[src/rtl/vm_pkg.sv]
// Shared vending-machine definitions: coin values, dispenser states
// and the greedy coin selection used by the change dispenser.
package vm_pkg;

    localparam int COIN_N = 5;
    localparam int COIN_D = 10;
    localparam int COIN_Q = 25;

    typedef enum logic [1:0] {
        ST_IDLE,
        ST_SELECT,
        ST_GAP,
        ST_FINISH
    } disp_state_t;

    typedef enum logic [1:0] {
        PICK_NONE,
        PICK_Q,
        PICK_D,
        PICK_N
    } coin_t;

    // Largest coin that fits the remainder and is still in stock
    function automatic coin_t pick_coin(
        input int   rem,
        input logic have_q,
        input logic have_d,
        input logic have_n
    );
        coin_t c;
        c = PICK_NONE;
        if (rem >= COIN_Q && have_q)
            c = PICK_Q;
        else if (rem >= COIN_D && have_d)
            c = PICK_D;
        else if (rem >= COIN_N && have_n)
            c = PICK_N;
        return c;
    endfunction

endpackage

[src/rtl/coin_inventory.sv]
// Per-coin stock counter; reloads on reset or refill and
// saturates at zero on decrement.
module coin_inventory #(
    parameter int CNT_W = 5,
    parameter int INIT  = 8
) (
    input  logic             i_clk,
    input  logic             i_reset,
    input  logic             i_refill,
    input  logic             i_dec,
    output logic [CNT_W-1:0] o_cnt,
    output logic             o_empty
);

    logic [CNT_W-1:0] r_cnt;

    always_ff @(posedge i_clk or posedge i_reset) begin
        if (i_reset)
            r_cnt <= CNT_W'(INIT);
        else if (i_refill)
            r_cnt <= CNT_W'(INIT);
        else if (i_dec && r_cnt != '0)
            r_cnt <= r_cnt - CNT_W'(1);
    end

    assign o_cnt   = r_cnt;
    assign o_empty = (r_cnt == '0);

endmodule

[src/rtl/change_dispenser.sv]
// Change payout controller: greedy, inventory-aware coin ejection
// with optional idle gap between pulses and registered outputs.
module change_dispenser
    import vm_pkg::*;
#(
    parameter int AMT_W      = 7,
    parameter int CNT_W      = 5,
    parameter int INIT_Q     = 8,
    parameter int INIT_D     = 8,
    parameter int INIT_N     = 8,
    parameter int GAP_CYCLES = 0
) (
    input  logic             i_clk,
    input  logic             i_reset,
    input  logic             i_req,
    input  logic [AMT_W-1:0] i_amount,
    input  logic             i_refill,
    output logic             o_busy,
    output logic             o_eject_q,
    output logic             o_eject_d,
    output logic             o_eject_n,
    output logic             o_done,
    output logic             o_short,
    output logic [AMT_W-1:0] o_remain,
    output logic [CNT_W-1:0] o_cnt_q,
    output logic [CNT_W-1:0] o_cnt_d,
    output logic [CNT_W-1:0] o_cnt_n
);

    localparam int GW = (GAP_CYCLES > 1) ? $clog2(GAP_CYCLES) : 1;

    disp_state_t      r_state;
    disp_state_t      w_next;
    logic [AMT_W-1:0] r_rem;
    logic [GW-1:0]    r_gap;
    logic             r_busy;
    logic             r_ej_q;
    logic             r_ej_d;
    logic             r_ej_n;
    logic             r_done;
    logic             r_short;
    logic [AMT_W-1:0] r_remain;

    coin_t w_pick;
    logic  w_empty_q;
    logic  w_empty_d;
    logic  w_empty_n;
    logic  w_refill;
    logic  w_accept;
    logic  w_dec_q;
    logic  w_dec_d;
    logic  w_dec_n;
    logic  w_eject;
    logic  w_sel_end;

    assign w_pick = pick_coin(int'(r_rem), !w_empty_q,
                              !w_empty_d, !w_empty_n);

    always_ff @(posedge i_clk or posedge i_reset) begin
        if (i_reset)
            r_state <= ST_IDLE;
        else
            r_state <= w_next;
    end

    always_comb begin
        w_next = r_state;
        unique case (r_state)
            ST_IDLE: begin
                if (!i_refill && i_req)
                    w_next = ST_SELECT;
            end
            ST_SELECT: begin
                if (w_pick == PICK_NONE)
                    w_next = ST_FINISH;
                else if (GAP_CYCLES > 0)
                    w_next = ST_GAP;
            end
            ST_GAP: begin
                if (r_gap == '0)
                    w_next = ST_SELECT;
            end
            ST_FINISH: w_next = ST_IDLE;
            default:   w_next = ST_IDLE;
        endcase
    end

    always_comb begin
        w_refill  = 1'b0;
        w_accept  = 1'b0;
        w_dec_q   = 1'b0;
        w_dec_d   = 1'b0;
        w_dec_n   = 1'b0;
        w_sel_end = 1'b0;
        if (r_state == ST_IDLE) begin
            w_refill = i_refill;
            w_accept = !i_refill && i_req;
        end
        if (r_state == ST_SELECT) begin
            w_dec_q   = (w_pick == PICK_Q);
            w_dec_d   = (w_pick == PICK_D);
            w_dec_n   = (w_pick == PICK_N);
            w_sel_end = (w_pick == PICK_NONE);
        end
    end

    assign w_eject = w_dec_q | w_dec_d | w_dec_n;

    always_ff @(posedge i_clk or posedge i_reset) begin
        if (i_reset) begin
            r_rem    <= '0;
            r_gap    <= '0;
            r_busy   <= 1'b0;
            r_ej_q   <= 1'b0;
            r_ej_d   <= 1'b0;
            r_ej_n   <= 1'b0;
            r_done   <= 1'b0;
            r_short  <= 1'b0;
            r_remain <= '0;
        end else begin
            r_ej_q <= w_dec_q;
            r_ej_d <= w_dec_d;
            r_ej_n <= w_dec_n;
            r_done <= (r_state == ST_FINISH);
            if (w_accept) begin
                r_rem  <= i_amount;
                r_busy <= 1'b1;
            end
            if (w_sel_end)
                r_busy <= 1'b0;
            if (w_dec_q)
                r_rem <= r_rem - AMT_W'(COIN_Q);
            else if (w_dec_d)
                r_rem <= r_rem - AMT_W'(COIN_D);
            else if (w_dec_n)
                r_rem <= r_rem - AMT_W'(COIN_N);
            // Loaded with G-1 so GAP lasts exactly G cycles
            if (w_eject)
                r_gap <= GW'(GAP_CYCLES - 1);
            else if (r_state == ST_GAP && r_gap != '0)
                r_gap <= r_gap - GW'(1);
            if (r_state == ST_FINISH) begin
                r_short  <= (r_rem != '0);
                r_remain <= r_rem;
            end
        end
    end

    coin_inventory #(.CNT_W(CNT_W), .INIT(INIT_Q)) u_inv_q (
        .i_clk    (i_clk),
        .i_reset  (i_reset),
        .i_refill (w_refill),
        .i_dec    (w_dec_q),
        .o_cnt    (o_cnt_q),
        .o_empty  (w_empty_q)
    );

    coin_inventory #(.CNT_W(CNT_W), .INIT(INIT_D)) u_inv_d (
        .i_clk    (i_clk),
        .i_reset  (i_reset),
        .i_refill (w_refill),
        .i_dec    (w_dec_d),
        .o_cnt    (o_cnt_d),
        .o_empty  (w_empty_d)
    );

    coin_inventory #(.CNT_W(CNT_W), .INIT(INIT_N)) u_inv_n (
        .i_clk    (i_clk),
        .i_reset  (i_reset),
        .i_refill (w_refill),
        .i_dec    (w_dec_n),
        .o_cnt    (o_cnt_n),
        .o_empty  (w_empty_n)
    );

    assign o_busy    = r_busy;
    assign o_eject_q = r_ej_q;
    assign o_eject_d = r_ej_d;
    assign o_eject_n = r_ej_n;
    assign o_done    = r_done;
    assign o_short   = r_short;
    assign o_remain  = r_remain;

endmodule

[config.mk]
export PLATFORM = sky130hd
export DESIGN_NAME = change_dispenser
export DESIGN_NICKNAME = d
export VERILOG_FILES = /design/src/rtl/vm_pkg.sv /design/src/rtl/coin_inventory.sv /design/src/rtl/change_dispenser.sv
export SDC_FILE = /design/constraint.sdc
export NUM_CORES = 1
export LEC_CHECK = 0
export CAP_MARGIN = 20
export CORE_MARGIN = 2
export CORE_UTILIZATION = 58
export DETAILED_ROUTE_END_ITERATION = 8
export PLACE_DENSITY = 0.86
export REMOVE_ABC_BUFFERS = 1
export SLEW_MARGIN = 20
export SYNTH_ARGS = -nofsm -noshare
export SYNTH_HDL_FRONTEND = slang
export SYNTH_SLANG_ARGS = --single-unit
[constraint.sdc]
create_clock -name i_clk -period 6.1 [get_ports i_clk]
set_input_delay 0.61 -clock i_clk [delete_from_list [all_inputs] [get_ports i_clk]]
set_output_delay 0.61 -clock i_clk [all_outputs]
set_load 0.01 [all_outputs]
-- Word level (Yosys, flattened, before mapping)
Index checks and enable logic that the tools add are counted.
- bits in registers: 38
- bits in latches: 0
- bits in writable memories: 0
- bits in read-only memories: 0
- input port bits: 11
- output and inout port bits: 28
- logic and storage cells: 89
- memories: 0
- add/subtract/negate cells: 7
- $mul: 0
- divide/modulo/power cells: 0
- order comparisons: 3
- equal/unequal tests: 9
- shift-type cells: 0
- multiplexer cells: 27
- bitwise operators: 2
- reduce and logical (&&, ||, !) cells: 28
- operators by type and width (operator ; number):
    $mux 5 ; 6
    $mux 7 ; 4
    $logic_not 5->1 ; 3
    $reduce_bool 5->1 ; 3
    $sub 5x1->5 const B ; 3
    $mux 2 ; 6
    $mux 1 ; 10
    $reduce_bool 2->1 ; 5
    $eq 2x2->1 const B ; 4
    $logic_and 1x1->1 ; 8
    $pmux 2 s4 ; 1
    $ge 7x3->1 const B ; 1
    $ge 7x4->1 const B ; 1
    $ge 7x5->1 const B ; 1
    $reduce_bool 7->1 ; 1
    $sub 7x3->7 const B ; 1
    $sub 7x4->7 const B ; 1
    $sub 7x5->7 const B ; 1
    $ne 2x2->1 const B ; 3
    $eq 2x1->1 const B ; 2
    $logic_not 1->1 ; 4
    $logic_not 2->1 ; 2
    $reduce_bool 4->1 ; 1
    $reduce_and 3->1 ; 1
    other kinds (2) ; 3

-- Depth between registers and ports, before layout
- depth after elaboration: 11
- gate-level depth with buffers: 10
- mapped depth without buffers: 9

-- By module
A second synthesis with hierarchy kept.
- cells, all modules: 245
- area total of the unflattened synthesis: 2403.6 sq um
- modules (own cells, without submodules) (module ; times used ; cells an instance ; area an instance (sq um) ; sequential area each (sq um)):
    change_dispenser ; 1 ; 170 ; 1585.3 ; 575.6
    coin_inventory ; 3 ; 25 ; 272.8 ; 126.4

-- Least setup slack after synthesis
Ideal clock, no wire load.
- path type: register to register
- start: register r_rem[2]
- end: register u_inv_n.r_cnt[4], in the netlist u_inv_n.o_cnt[4]
- setup time: 0.079 ns
- data arrival time: 2.201 ns
- required time: 6.021 ns
- path slack: 3.820 ns
- stages on the path, launching flop included: 9
- buffers on the path: 0
- period minus slack after synthesis: 2.280 ns
- cell sequence: dfrtp_1 -> inv_1 -> ha_1 -> a21bo_2 -> nand3b_1 -> a21oi_4 -> nand3b_1 -> nor3b_1 -> mux2i_1
- word-level cells in the longest chain between the ends: 9
- elaborated cells between the ends (all ways): 13
- those cells by class: 3 x order compare; 1 x eq/ne; 4 x mux; 5 x reduce/logical
- ends and longest elaborated chain (what ; RTL line ; text):
    start: declaration ; change_dispenser.sv:34 ; logic [AMT_W-1:0] r_rem;
    start signal: assignment ; change_dispenser.sv:126 ; r_rem <= i_amount;
    start signal: assignment ; change_dispenser.sv:132 ; r_rem <= r_rem - AMT_W'(COIN_Q);
    start signal: assignment ; change_dispenser.sv:134 ; r_rem <= r_rem - AMT_W'(COIN_D);
    $ge 7x3->1 ; vm_pkg.sv:36 ; else if (rem >= COIN_N && have_n)
    $logic_and 1x1->1 ; vm_pkg.sv:36 ;
    $mux 2 ; vm_pkg.sv:36 ;
    $mux 2 ; vm_pkg.sv:34 ; else if (rem >= COIN_D && have_d)
    $mux 2 * ; vm_pkg.sv:32 ; if (rem >= COIN_Q && have_q)
    $eq 2x2->1 * ; change_dispenser.sv:102 ; w_dec_n = (w_pick == PICK_N);
    $mux 1 * ; change_dispenser.sv:99 ; if (r_state == ST_SELECT) begin
    $logic_and 1x1->1 * ; coin_inventory.sv:22 ; else if (i_dec && r_cnt != '0)
    $reduce_bool 2->1 (no line) * ; n/a ;
    end signal: assignment ; coin_inventory.sv:19 ; r_cnt <= CNT_W'(INIT);
    end signal: assignment ; coin_inventory.sv:21 ; r_cnt <= CNT_W'(INIT);
    end signal: assignment ; coin_inventory.sv:23 ; r_cnt <= r_cnt - CNT_W'(1);
    end: declaration ; coin_inventory.sv:15 ; logic [CNT_W-1:0] r_cnt;
Mark *: on every way between the ends. The rest lies on a longest branch, timed or not.
A chain may end at the register's enable or synchronous reset.

-- Final worst setup path
- start: register r_rem[2]
- end: register r_rem[3]
- word-level cells in the longest chain between the ends: 10
- elaborated cells between the ends (all ways): 22
- those cells by class: 3 x add/sub; 3 x order compare; 3 x eq/ne; 9 x mux; 4 x reduce/logical
- ends and longest elaborated chain (what ; RTL line ; text):
    $ge 7x3->1 ; vm_pkg.sv:36 ;
    $logic_and 1x1->1 ; vm_pkg.sv:36 ;
    $mux 2 ; vm_pkg.sv:36 ;
    $mux 2 ; vm_pkg.sv:34 ;
    $mux 2 ; vm_pkg.sv:32 ;
    $eq 2x2->1 ; change_dispenser.sv:102 ;
    $mux 1 ; change_dispenser.sv:99 ;
    $mux 7 ; change_dispenser.sv:135 ; else if (w_dec_n)
    $mux 7 ; change_dispenser.sv:133 ; else if (w_dec_d)
    $mux 7 ; change_dispenser.sv:131 ; if (w_dec_q)
Several ways; a longest one is shown, not always the timed one.

==> metrics.md <==
| Metric | Value |
|---|---|
| Outcome | finished clean |
| Cell area power density | 590 nW/um2 |
| Placed wire-length estimate after detailed placement | 4.09 mm |
| Required time reported for the critical path endpoint | 6.28 ns |
| First-pass DRT Iterations | 6 |
| Startpoint type of the worst setup path | register |
| # DRC | 0 |
| Synth-to-layout area growth | 21.0% |
| Fraction of post-synthesis cell area in the top cell type by area | 36.7% |
| Placed Instances | 338 |
| Transition time at the pin with the least slew margin | 0.563 ns |
| Combinational family with the most area after synthesis | simple AND/OR/NAND/NOR gates |
| Count of fill cells added during filler insertion | 318 |
| Final count of pins violating max slew | 0 |
| Synthesis-stage register bit count | 38 |
| YS warnings | 0 |
| Combinational Power Share | 59.8% |
| Inserted Diodes | 0 |
| Remaining global-route overflow | 0 |
| Post-synth EDFFs | 0 |
| Leading cell types by total area after synthesis | dfrtp_1, ha_1, nand2_1 |
| Routed via count | 2086 |
| Wire length of the first global-routing pass | 9.17 mm |
| Count of different cell masters after synthesis | 58 |
| Sum of buffers and inverters on the critical path | 2 |
| Max-slew headroom at the worst pin | 62.4% |
| Critical setup path kind | register to register |
| Maximum level of the CTS H-tree | 2 |
| Final ANT Viol Nets | 0 |
| Final hold slack | 0.480 ns |
| Final WL | 5.63 mm |
| Sequential share of power | 29.8% |
| Share of synthesized area spent on multiplexers | 2.73% |
| Count of buffers inserted at the top-level ports | 38 |
| Worst IR drop on VDD | 0.000336 V |
| Yosys top cell by area | dfrtp_1 |
| Average cell area after synthesis | 9.20 um2 |
| Setup TNS | 0 ns |
| Share of total power consumed by net switching | 45.7% |
| Vias in the first global route | 1895 |
| Switching power | 778 uW |
| Leading register cell type out of synthesis | dfrtp_1 |
| Std cell rows | 23 |
| Critical path endpoint category | register |
| Top Ports | 39 |
| Async S/R FF share, synth | 100% |
| Hold-fix buffers, CTS | 0 |
| Internal power | 924 uW |
| Buffer levels on the longest clock path | 2 |
| Post-cts sizing count | 0 |
| Share of post-route cells with drive strength above 1 | 9.46% |
| Post-layout net count | 320 |
| Routed length per placed instance | 16.3 um |
| Final total power | 1700 uW |
| Weighted congestion reported at the end of routability-driven placement | 0.946 |
| MaxCap Viol Count | 0 |
| TritonCTS clock tree | done |
| Leakage power figure | 0.00125 uW |
| TritonCTS Buffers | 5 |
| Initial core utilization | 60.0% |
| WP data arrival | 3.00 ns |
| Post-synth design cell area | 2380 um2 |
| Clk Latency, worst-skew pair | 0.29 ns |
| Post-Synth Simple-Gate Area | 21.8% |
| Portion of the clock cycle consumed by the worst path in the final layout | 46.2% |
| Antenna violations before repair | 0 |
| Post-CTS setup repair buffer count | 0 |
| Ratio of routed vias to standard cells | 6.03 |
| Root cell of the clock tree | clkbuf_8 |
| Xor/xnor share of the synthesized area | 4.78% |
| Core area | 3970 um2 |
| Filler-free cell count of the finished design | 346 |
| Highest clock rate | 355 MHz |
| Number of instances in the synthesized netlist | 259 |
| Setup repair after global routing missed its margin | no |
| Global-route total usage across every layer | 27.0% |
| Shortest period the worst path allows | 2.82 ns |
| Setup Skew | 0.00585 ns |
| Full die area | 4640 um2 |
| Clock-pin slew reported for the worst setup and hold paths after clock tree synthesis | 0.07 ns |
| Gate family responsible for the most delay along the worst path | compound AO/OA/AOI/OAI gates |
| Fin. Hold Viols | 0 |
| Fraction of the mapped netlist area in adder cells | 7.35% |
| Die boundary width | 68.1 um |
| Clock power frac | 10.4% |
| Fraction of the mapped netlist area in compound gates | 19.0% |
| Proportion of synthesized chip area in sequential cells | 40.1% |
| Class of the tightest hold or removal check | register to register |
| Worst path most repeated cell | inv_1 |
| Total clock sinks | 38 |
| Crit-path cells | inv_1 > ha_1 > a21bo_2 > nand3b_1 > nand2_2 > inv_1 > a31oi_1 > o211ai_1 > a32o_1 |
| Stage delay of the slowest cell on the critical path | 0.48 ns |
| Number of setup violations in the final report | 0 |
| Max FO, Critical Path | 12 |
| Crit path max-delay cell type | dfrtp_1 |
| Height of the die | 68.1 um |
| Pin count of the biggest net entering global routing | 39 |
| Iter 0 DRT Violations | 163 |
[worst reg2reg max path: cells and delay by family (launching register included)]
| family | cells | cell delay, ns |
|---|---|---|
| and+or+nand+nor | 2 | 0.52 |
| DFF | 1 | 0.48 |
| adders and majority gates | 1 | 0.31 |
| buffers and inverters | 2 | 0.49 |
| AOI/OAI and AO/OA | 4 | 0.91 |
[metal layers]
layer / GRT usage (%) / vias to the layer above / part of all wire [%]
met5: 0 / - / 0
met4: 9.50 / 0 / 1.6
met3: 6.25 / 10 / 7.6
met2: 45.1 / 90 / 49
met1: 34.2 / 986 / 42
li1: - / 1000 / -
[final timing paths]
path	start	end	slack, ns	cells after the start
min in group asynchronous	i_reset	o_remain[3]	0.73	3
max in group asynchronous	i_reset	u_inv_n.o_cnt[3]	5.01	3
min	o_remain[1]	o_remain[1]	0.48	2
max reg2reg	r_rem[2]	r_rem[3]	3.28	9
max	r_rem[2]	r_rem[3]	3.28	9
min reg2reg	o_remain[1]	o_remain[1]	0.48	2
[final cells by class]
class	instances	area (um2)	area share, %
Tap cell	50	62.6	2.17
Timing Repair Buffer	39	388	13.4
Clock inverter	1	5.00	0.173
Inverter	17	63.8	2.21
Clock buffer	7	86.3	2.99
Multi-Input combinational cell	194	1330	45.9
Sequential cell	38	955	33.1
[power groups by stage]
stage / Sequential (uW) / Combinational [uW] / Clock [uW]
after detailed placement: 508 / 1000 / 0
after floorplan: 511 / 654 / 0
after global placement: 502 / 972 / 0
after global routing: 525 / 1130 / 195
final: 508 / 1020 / 177
after CTS: 504 / 1010 / 181
[cells in the final DEF, fill, tap and decap left out, types with 4 or more instances in the layout]
cell type / netlist / layout
a21oi_1: 11 / 11
a31oi_1: 4 / 4
clkbuf_8: 0 / 6
clkdlybuf4s50_1: 0 / 38
dfrtp_1: 35 / 35
ha_1: 14 / 14
inv_1: 17 / 17
mux2_2: 4 / 4
nand2_1: 28 / 28
nand2b_1: 7 / 7
nand3_1: 14 / 14
nand3b_1: 5 / 5
nor2_1: 15 / 15
nor3_1: 4 / 4
o21ai_0: 15 / 15
o22ai_1: 4 / 4
xnor2_1: 5 / 5
xor2_1: 8 / 8
[stage by stage]
stage          utilization (%)  worst slack, ns  area, um2
6_report                  72.7             3.28       2890
5_1_grt                   72.7             3.11       2890
3_3_place_gp              70.4             3.45       2790
3_5_place_dp              70.4             3.36       2790
2_1_floorplan                -             3.79       2340
4_1_cts                   72.7             3.34       2890
[state kept, by name, indices dropped and copies added, names as in the netlist, 2 cells and up]
name,cells
r_rem,7
u_inv_q.o_cnt,5
u_inv_d.o_cnt,5
r_state,2
o_remain,7
u_inv_n.o_cnt,5
[synth_stat cells (5+ instances only)]
master	instances
inv_1	17
nand3b_1	5
ha_1	14
xor2_1	8
dfrtp_1	35
nand3_1	14
nor2_1	15
clkbuf_1	7
o21ai_0	15
a21oi_1	11
nand2b_1	7
nand2_1	28
xnor2_1	5
[cell families after synthesis]
kind of cell | Yosys count
adders and majority gates | 14
buffers and inverters | 27
xor gates and xnor gates | 13
and+or+nand+nor | 97
DFF | 38
muxes | 6
AOI/OAI and AO/OA | 64
No activity file was read; power rests on OpenSTA's default activity.
